==> src/rtl/branch_predictor_pkg.sv <==
// Shared constants and types for the branch predictor slice.
package branch_predictor_pkg;

   // 2-bit saturating counter states; the MSB is the taken prediction
   typedef enum logic [1:0] {
      SNT = 2'b00,
      WNT = 2'b01,
      WT  = 2'b10,
      STR = 2'b11
   } bp_cnt_e;

   localparam int BP_ENTRIES = 16;
   localparam int BP_STAT_W  = 32;
   localparam int BP_PC_INC  = 4;

endpackage

==> src/rtl/branch_predictor_if.sv <==
// Fetch-lookup and branch-resolution bus between the core and the predictor.
interface branch_predictor_if #(
   parameter int XLEN = 32
) ();
   logic            if_valid;
   logic [XLEN-1:0] if_pc;
   logic            pred_hit;
   logic            pred_taken;
   logic [XLEN-1:0] pred_target;

   logic            rs_valid;
   logic [XLEN-1:0] rs_pc;
   logic            rs_is_branch;
   logic            rs_taken;
   logic [XLEN-1:0] rs_target;
   logic            rs_pred_taken;
   logic [XLEN-1:0] rs_pred_target;
   logic            mispredict;
   logic [XLEN-1:0] redirect_pc;

   // core side
   modport master (
      output if_valid, if_pc,
      output rs_valid, rs_pc, rs_is_branch, rs_taken, rs_target,
      output rs_pred_taken, rs_pred_target,
      input  pred_hit, pred_taken, pred_target,
      input  mispredict, redirect_pc
   );

   // predictor side
   modport slave (
      input  if_valid, if_pc,
      input  rs_valid, rs_pc, rs_is_branch, rs_taken, rs_target,
      input  rs_pred_taken, rs_pred_target,
      output pred_hit, pred_taken, pred_target,
      output mispredict, redirect_pc
   );
endinterface

==> src/rtl/bp_sat_counter.sv <==
// 2-bit saturating counter next-state function (combinational only).
module bp_sat_counter
   import branch_predictor_pkg::*;
(
   input  logic [1:0] cnt,
   input  logic       inc,
   output logic [1:0] nxt
);

   // step toward taken on inc, toward not-taken otherwise, clamp at the ends
   always_comb begin
      nxt = cnt;
      if (inc) begin
         if (cnt != STR) nxt = cnt + 2'd1;
      end else begin
         if (cnt != SNT) nxt = cnt - 2'd1;
      end
   end

endmodule

==> src/rtl/branch_predictor.sv <==
// Direct-mapped BTB with 2-bit counters: zero-latency IF lookup,
// same-cycle mispredict/redirect at resolution, training on the next edge.
module branch_predictor
   import branch_predictor_pkg::*;
#(
   parameter int XLEN    = 32,
   parameter int ENTRIES = BP_ENTRIES,
   parameter int STAT_W  = BP_STAT_W
) (
   input  logic              clk,
   input  logic              rst,
   branch_predictor_if.slave bus,
   output logic [STAT_W-1:0] stat_branches,
   output logic [STAT_W-1:0] stat_mispredicts
);

   localparam int IDX_W = $clog2(ENTRIES);
   localparam int TAG_W = XLEN - IDX_W - 2;
   localparam logic [XLEN-1:0] INC = XLEN'(BP_PC_INC);

   logic [ENTRIES-1:0] vld_q;
   logic [TAG_W-1:0]   tag_q [ENTRIES];
   logic [XLEN-1:0]    tgt_q [ENTRIES];
   logic [1:0]         cnt_q [ENTRIES];

   logic [IDX_W-1:0] lk_idx, rs_idx;
   logic [TAG_W-1:0] lk_tag, rs_tag;
   logic             lk_hit, rs_hit, misp;
   logic [1:0]       cnt_nxt;

   assign lk_idx = bus.if_pc[IDX_W+1:2];
   assign lk_tag = bus.if_pc[XLEN-1:IDX_W+2];
   assign rs_idx = bus.rs_pc[IDX_W+1:2];
   assign rs_tag = bus.rs_pc[XLEN-1:IDX_W+2];

   assign lk_hit = vld_q[lk_idx] && (tag_q[lk_idx] == lk_tag);
   assign rs_hit = vld_q[rs_idx] && (tag_q[rs_idx] == rs_tag);

   // IF lookup reads registered state only, so a same-cycle write is not visible
   always_comb begin
      bus.pred_hit    = bus.if_valid && lk_hit;
      bus.pred_taken  = bus.if_valid && lk_hit && cnt_q[lk_idx][1];
      bus.pred_target = bus.pred_taken ? tgt_q[lk_idx] : bus.if_pc + INC;
   end

   // resolution check: wrong direction, wrong taken target, or aliased hit on a non-branch
   always_comb begin
      misp = 1'b0;
      if (bus.rs_valid) begin
         if (bus.rs_is_branch)
            misp = (bus.rs_taken != bus.rs_pred_taken) ||
                   (bus.rs_taken && (bus.rs_target != bus.rs_pred_target));
         else
            misp = bus.rs_pred_taken;
      end
   end

   // redirect outputs are held at zero while in reset or idle
   always_comb begin
      bus.mispredict  = misp && !rst;
      bus.redirect_pc = '0;
      if (bus.rs_valid && !rst)
         bus.redirect_pc = (bus.rs_is_branch && bus.rs_taken) ? bus.rs_target
                                                              : bus.rs_pc + INC;
   end

   bp_sat_counter u_sat (
      .cnt (cnt_q[rs_idx]),
      .inc (bus.rs_taken),
      .nxt (cnt_nxt)
   );

   // table training: one write per cycle at the resolving index
   always_ff @(posedge clk or posedge rst) begin
      if (rst) begin
         vld_q <= '0;
         for (int i = 0; i < ENTRIES; i++) begin
            tag_q[i] <= '0;
            tgt_q[i] <= '0;
            cnt_q[i] <= WNT;
         end
      end else if (bus.rs_valid) begin
         if (bus.rs_is_branch) begin
            if (rs_hit) begin
               cnt_q[rs_idx] <= cnt_nxt;
               if (bus.rs_taken) tgt_q[rs_idx] <= bus.rs_target;
            end else if (bus.rs_taken) begin
               vld_q[rs_idx] <= 1'b1;
               tag_q[rs_idx] <= rs_tag;
               tgt_q[rs_idx] <= bus.rs_target;
               cnt_q[rs_idx] <= WT;
            end
         end else if (rs_hit) begin
            vld_q[rs_idx] <= 1'b0;
         end
      end
   end

   // saturating statistics, never wrap
   always_ff @(posedge clk or posedge rst) begin
      if (rst) begin
         stat_branches    <= '0;
         stat_mispredicts <= '0;
      end else begin
         if (bus.rs_valid && bus.rs_is_branch && (stat_branches != '1))
            stat_branches <= stat_branches + STAT_W'(1);
         if (misp && (stat_mispredicts != '1))
            stat_mispredicts <= stat_mispredicts + STAT_W'(1);
      end
   end

endmodule

==> src/flat_wrapper.sv <==
// flat-port wrapper written by rule: the top's interface ports become plain ports
module branch_predictor_flat import branch_predictor_pkg::*;
#(
   parameter int XLEN    = 32,
   parameter int ENTRIES = BP_ENTRIES,
   parameter int STAT_W  = BP_STAT_W
)
  (clk, rst, stat_branches, stat_mispredicts, bus_if_valid, bus_if_pc, bus_rs_valid, bus_rs_pc, bus_rs_is_branch, bus_rs_taken, bus_rs_target, bus_rs_pred_taken, bus_rs_pred_target, bus_pred_hit, bus_pred_taken, bus_pred_target, bus_mispredict, bus_redirect_pc);
  branch_predictor_if #(.XLEN(XLEN)) bus_i ();
  input  logic clk;
  input  logic rst;
  output logic [STAT_W-1:0] stat_branches;
  output logic [STAT_W-1:0] stat_mispredicts;
  input wire logic [$bits(bus_i.if_valid)-1:0] bus_if_valid;
  input wire logic [$bits(bus_i.if_pc)-1:0] bus_if_pc;
  input wire logic [$bits(bus_i.rs_valid)-1:0] bus_rs_valid;
  input wire logic [$bits(bus_i.rs_pc)-1:0] bus_rs_pc;
  input wire logic [$bits(bus_i.rs_is_branch)-1:0] bus_rs_is_branch;
  input wire logic [$bits(bus_i.rs_taken)-1:0] bus_rs_taken;
  input wire logic [$bits(bus_i.rs_target)-1:0] bus_rs_target;
  input wire logic [$bits(bus_i.rs_pred_taken)-1:0] bus_rs_pred_taken;
  input wire logic [$bits(bus_i.rs_pred_target)-1:0] bus_rs_pred_target;
  output wire logic [$bits(bus_i.pred_hit)-1:0] bus_pred_hit;
  output wire logic [$bits(bus_i.pred_taken)-1:0] bus_pred_taken;
  output wire logic [$bits(bus_i.pred_target)-1:0] bus_pred_target;
  output wire logic [$bits(bus_i.mispredict)-1:0] bus_mispredict;
  output wire logic [$bits(bus_i.redirect_pc)-1:0] bus_redirect_pc;
  assign bus_i.if_valid = bus_if_valid;
  assign bus_i.if_pc = bus_if_pc;
  assign bus_i.rs_valid = bus_rs_valid;
  assign bus_i.rs_pc = bus_rs_pc;
  assign bus_i.rs_is_branch = bus_rs_is_branch;
  assign bus_i.rs_taken = bus_rs_taken;
  assign bus_i.rs_target = bus_rs_target;
  assign bus_i.rs_pred_taken = bus_rs_pred_taken;
  assign bus_i.rs_pred_target = bus_rs_pred_target;
  assign bus_pred_hit = bus_i.pred_hit;
  assign bus_pred_taken = bus_i.pred_taken;
  assign bus_pred_target = bus_i.pred_target;
  assign bus_mispredict = bus_i.mispredict;
  assign bus_redirect_pc = bus_i.redirect_pc;
  branch_predictor #(.XLEN(XLEN), .ENTRIES(ENTRIES), .STAT_W(STAT_W)) u_core (.clk(clk), .rst(rst), .bus(bus_i), .stat_branches(stat_branches), .stat_mispredicts(stat_mispredicts));
endmodule
==> config.mk <==
export PLATFORM = sky130hd
export DESIGN_NAME = branch_predictor_flat
export DESIGN_NICKNAME = d
export VERILOG_FILES = /design/src/rtl/branch_predictor_pkg.sv /design/src/rtl/branch_predictor_if.sv /design/src/rtl/bp_sat_counter.sv /design/src/rtl/branch_predictor.sv /design/src/flat_wrapper.sv
export SDC_FILE = /design/constraint.sdc
export NUM_CORES = 2
export LEC_CHECK = 0
export ABC_AREA = 1
export BUFFER_PORTS_ARGS = -buffer_cell sky130_fd_sc_hd__buf_2
export CORE_MARGIN = 2
export CORE_UTILIZATION = 35
export DETAILED_ROUTE_END_ITERATION = 8
export HOLD_SLACK_MARGIN = 0.06
export PLACE_DENSITY_LB_ADDON = 0.25
export RECOVER_POWER = 25
export SLEW_MARGIN = 20
export SYNTH_ARGS = -nofsm -noshare
export SYNTH_HDL_FRONTEND = slang
export SYNTH_HIERARCHICAL = 1
export SYNTH_SLANG_ARGS = --single-unit
==> constraint.sdc <==
create_clock -name clk -period 57.1 [get_ports clk]
set_input_delay 2.855 -clock clk [delete_from_list [all_inputs] [get_ports clk]]
set_output_delay 2.855 -clock clk [all_outputs]
set_load 0.02 [all_outputs]
### Word level (Yosys, flattened, before mapping)

Cells that the tools add are included.

* reductions and logical operators: 22
* $lt $le $gt $ge: 6
* multiplexer cells: 44
* bitwise gates (word level): 9
* equal/unequal tests: 8
* add/subtract/negate cells: 6

Operator list (number)
* $bwmux W512: 1
* $bwmux W416: 1
* $mux W32: 8
* $bmux W26 S4: 2
* $mux W26: 5
* $bmux W32 S4: 1
* $demux W32 S4: 1
* $demux W26 S4: 1
* $add A32 B1 Y32 const B: 2
* $add A32 B3 Y32 const B: 2
* $mux W16: 4
* $ne A32 B32 Y1 const B: 2
* $eq A26 B26 Y1: 2
* $and A16 B16 Y16: 2
* $bwmux W32: 1
* $ne A32 B32 Y1: 1
* $not A16 Y16: 2
* $or A16 B16 Y16: 2
* $bmux W2 S4: 2
* $mux W2: 8
* $logic_and A1 B1 Y1: 13
* $ge A5 B5 Y1 const B: 2
* $lt A4 B5 Y1 const B: 2
* $not A4 Y5: 2
* 16 further kinds: 26

* logic and storage cells: 146
* bits in registers: 1040
* input port bits: 135

### Depth between registers and ports, before layout

* word-level depth: 9
* mapped depth: 24
* depth with buffers taken out: 20

### Cells and area by module

Netlist, hierarchy kept.

Modules (own cells, without submodules)
* branch_predictor: times used 1, sequential area each 26045.0 sq um, cells each 7699, area an instance 56309.0 sq um
* bp_sat_counter: times used 1, sequential area each 0.0 sq um, cells each 6, area an instance 25.0 sq um

### Worst setup path before layout

Ideal clock, no wire load.

* kind: input to output
* start: input bus_if_pc[2]
* end: output bus_pred_target[28]
* arrival: 5280 ps
* required time: 54245 ps
* path slack: 48965 ps
* cell stages on the path: 16
* buffers on the path: 5
* path through: buf_4 -> buf_4 -> buf_2 -> buf_2 -> o211ai_1 -> nand3_1 -> nand3_1 -> nand3_1 -> nand2_1 -> nand3_1 -> nor2_1 -> nand3_1 -> nor2_4 -> nand2_2 -> clkbuf_1 -> o21ai_0

* cells in the longest elaborated chain, start to end: 9

RTL lines
* from (decl): RTL line flat_wrapper.sv:15 `input wire logic [$bits(bus_i.if_pc)-1:0] bus_if_pc;`
* $not A4 Y5 (not written as such): RTL line branch_predictor.sv:36 `assign lk_hit = vld_q[lk_idx] && (tag_q[lk_idx] == lk_tag);`
* $bmux W26 S4: RTL line branch_predictor.sv:36
* $mux W26 (not written as such) (2 in a row): RTL line branch_predictor.sv:36
* $eq A26 B26 Y1: RTL line branch_predictor.sv:36
* $logic_and A1 B1 Y1 (*): RTL line branch_predictor.sv:36
* $logic_and A1 B1 Y1 (*)
* net bus_pred_hit: RTL line flat_wrapper.sv:23 `output wire logic [$bits(bus_i.pred_hit)-1:0] bus_pred_hit;`
* $logic_and A1 B1 Y1 (*): RTL line branch_predictor.sv:42 `bus.pred_taken = bus.if_valid && lk_hit && cnt_q[lk_idx][1];`
* $mux W32 (*): RTL line branch_predictor.sv:43 `bus.pred_target = bus.pred_taken ? tgt_q[lk_idx] : bus.if_pc + INC;`
* to (decl): RTL line flat_wrapper.sv:25 `output wire logic [$bits(bus_i.pred_target)-1:0] bus_pred_target;`

Mark *: on every way through the listed nets, which the timed path passes. The rest lies on a longest branch. The select of a mux whose other input is x is not followed.

==> flow_summary.toml <==
[setup_path]
critical_path.reg2reg.startpoint = "u_core/tag_q[254]"
timing_worst_setup_path_type = "in2async"
timing.reg2reg.worst_path_depth = 16
timing.rr.end = "u_core/tag_q[331]"
startpoint_type = "input pin"
critical_path_peak_fanout = 156
cp-end-kind = "asynchronous set/reset pin"
critical_path_required_ps = 55850
worstPathArrival_ps = 12160
timing.reg2reg.setup_slack_ps = 52950

[placed_design]
placed_area_sq_um = 58700
placement.io_buffers = 265
finalWeightedCongestion = 0.956
post-dp-hpwl_um = 138000

[layout]
post_layout_nets = 7732
multiInputGateArea_sq_um = 25100
area_growth_syn_to_layout_pct = 11.3
final_util = 0.391
postLayoutCellArea_sq_um = 62700
post_route_cells_drive_above_1_share = 0.0775
nFillCells = 16700
layout.area.seq_sq_um = 26000

[timing]
setup_repair_after_global_routing_missed_its_margin = "no"
period_share = 0.235
final.setup.tns_ps = 0
clock-skew-final_ps = 54.7
achievable-frequency_mhz = 74.6
slew_violations = 517
setup_viol_count_final = 0
worstMarginPinSlew_ps = 8420
final-hold-violation-count = 0
timing.slew.headroom = -4.61
period_needed_ps = 13400

[power_and_ir_drop]
leakage_nw = 29.9
peakVddDrop_uv = 26.7
cellPowerDensity_nw_per_um2 = 33.1

[logic_synthesis]
synth_cell_types = 51
synth_enable_flop_cells = 0
synth_warnings = 6
synth.cell_area_sq_um = 56300
synth.ff_latch_count = 1040
synth_seq_area_share = 0.462
synthCells = 7705
syn_area_per_cell_sq_um = 7.31
synthesis.nets = 7847
postSynth.topFlopCell = "sky130_fd_sc_hd__dfrtp_1"
postSynth.asyncResetShare = 1.00

[drt]
detail_routed_net_length_per_standard_cell_um = 22.6
detail_route.first_pass.iterations = 7
wl_um = 223000
route.detailed.vias_per_inst = 5.43
drt-initial-drc-count = 6654
routed-via-count = 53500
drt_drc_violations_left = 0
post_route_ant_nets = 0

[clock_network]
post_cts.resized_instances = 0
cts_made_buffers = 116
tritoncts = "built"
clk_pin_slew_ps = 60
clock_latency_ps = 790
h-tree-depth = 3
clock_sinks = 1040
cts_hold_repair.buffers = 0
clock_path_buffers = 3
cts_root_buf = "sky130_fd_sc_hd__clkbuf_16"
post_cts_buffers = 0

[floorplan]
floorplan.initialDensity = 0.352
die_height_um = 405
floorplan.rows = 147
horizontal_die_dimension_um = 405
area_of_the_die_sq_um = 164000
io-pin-count = 266
core_outline_area_sq_um = 160000

[global_route]
antenna_found_initial = 26
grt_max_degree = 157
globalRoute.totalOverflow = 0
grt_pass1_vias = 49100
grtUsageTotal = 0.267
grt_pass1_wl_um = 329000

[hold_path]
hp-start = "u_core/cnt_q[10]"
min_path_cells = 2
holdCritPathClass = "reg2reg"
worstHoldEndpoint = "u_core/cnt_q[10]"

[job]
timing.max_cap.violations = 6

[status]
failed_checks = "max-capacitance violations, max-slew violations"
run_status = "finished, violations left"
area by class of cell:
type / instances / area share
clock inverters: 43 / 0.0103
diodes: 8 / 0.000319
inverters: 719 / 0.0434
well taps: 2160 / 0.0431
clock buffers: 173 / 0.0548
multi-input cells: 5360 / 0.401
repair buffers: 353 / 0.0318
flip-flops and latches: 1040 / 0.415
layout by cell type, fill, tap and decap left out, types with 60 or more instances in the layout:
cell,instances
sky130_fd_sc_hd__dfrtp_1,1024
sky130_fd_sc_hd__nand3_1,300
sky130_fd_sc_hd__nand2_1,1933
sky130_fd_sc_hd__nor2_1,650
sky130_fd_sc_hd__clkbuf_16,117
sky130_fd_sc_hd__clkbuf_1,72
sky130_fd_sc_hd__a21oi_1,576
sky130_fd_sc_hd__buf_2,219
sky130_fd_sc_hd__nand4_1,60
sky130_fd_sc_hd__o211ai_1,110
sky130_fd_sc_hd__inv_1,693
sky130_fd_sc_hd__buf_4,81
sky130_fd_sc_hd__xor2_1,97
sky130_fd_sc_hd__o21ai_0,1290
through the flow:
step	power [mW]	setup WS [ps]	hold slack, ps	std cells
after detailed placement	1.27	46380	457	9632
after floorplan	1.16	25000	442	7705
after global placement	1.26	46070	460	9630
final	2.07	43700	470	9856
after global routing	2.17	41460	497	9852
after CTS	2.08	46370	471	9848
power by group:
group	switching (mW)	total (mW)	internal, mW
registers	0.0623	0.915	0.853
logic	0.239	0.351	0.112
clock network	0.335	0.806	0.471
registers in the layout, summed over array words and instances, names as in the netlist, named ones only:
signal	count
u_core/cnt_q	32
u_core/stat_branches	32
u_core/stat_mispredicts	32
u_core/tag_q	416
u_core/tgt_q	512
cells by family (layout without fill, tap and decap cells):
logic type      Yosys count  in the layout  synth area share
simple gates           3090           3090             0.221
other cells               0              8                 0
compound gates         2127           2127             0.199
buf+inv                1305           1288            0.0943
xor+xnor                136            136            0.0211
flops                  1040           1040             0.462
fa+ha+maj                 7              7           0.00155
per-layer routing:
layer	vias to the layer above	GRT usage	wire length, um
met5	-	0	138
met4	24	0.102	8430
met3	451	0.0611	22900
met2	2601	0.402	97100
met1	25700	0.371	94700
li1	24800	-	-
critical path: stages:
cell                         delay [ps]
sky130_fd_sc_hd__clkbuf_1           110
sky130_fd_sc_hd__clkinvlp_2        2860
sky130_fd_sc_hd__clkbuf_1          6080
synthesized netlist by cell type, types with 21 or more instances:
cell type / count / area [sq um]
sky130_fd_sc_hd__o21ai_1: 50 / 250
sky130_fd_sc_hd__buf_1: 58 / 218
sky130_fd_sc_hd__nand4_1: 60 / 375
sky130_fd_sc_hd__o22ai_1: 32 / 200
sky130_fd_sc_hd__o21ai_0: 1290 / 6460
sky130_fd_sc_hd__clkbuf_1: 304 / 1140
sky130_fd_sc_hd__dfrtp_1: 1024 / 25600
sky130_fd_sc_hd__nor2_1: 666 / 2500
sky130_fd_sc_hd__o211ai_1: 110 / 826
sky130_fd_sc_hd__inv_1: 694 / 2610
sky130_fd_sc_hd__nand3_1: 300 / 1500
sky130_fd_sc_hd__nor3_1: 51 / 255
sky130_fd_sc_hd__buf_2: 177 / 886
sky130_fd_sc_hd__xor2_1: 97 / 850
sky130_fd_sc_hd__xnor2_1: 39 / 342
sky130_fd_sc_hd__nand2_1: 1933 / 7260
sky130_fd_sc_hd__nor4_1: 21 / 131
sky130_fd_sc_hd__a21oi_1: 576 / 2880
worst max path at each step:
stage                       startpoint                         end
after floorplan                    rst  asynchronous set/reset pin
after global placement    bus_if_pc[5]         bus_pred_target[31]
after detailed placement  bus_if_pc[2]         bus_pred_target[31]
after CTS                 bus_if_pc[2]         bus_pred_target[31]
after global routing               rst           u_core/tag_q[140]
final                              rst            u_core/tag_q[46]
Power figures use the tool's default switching activity.
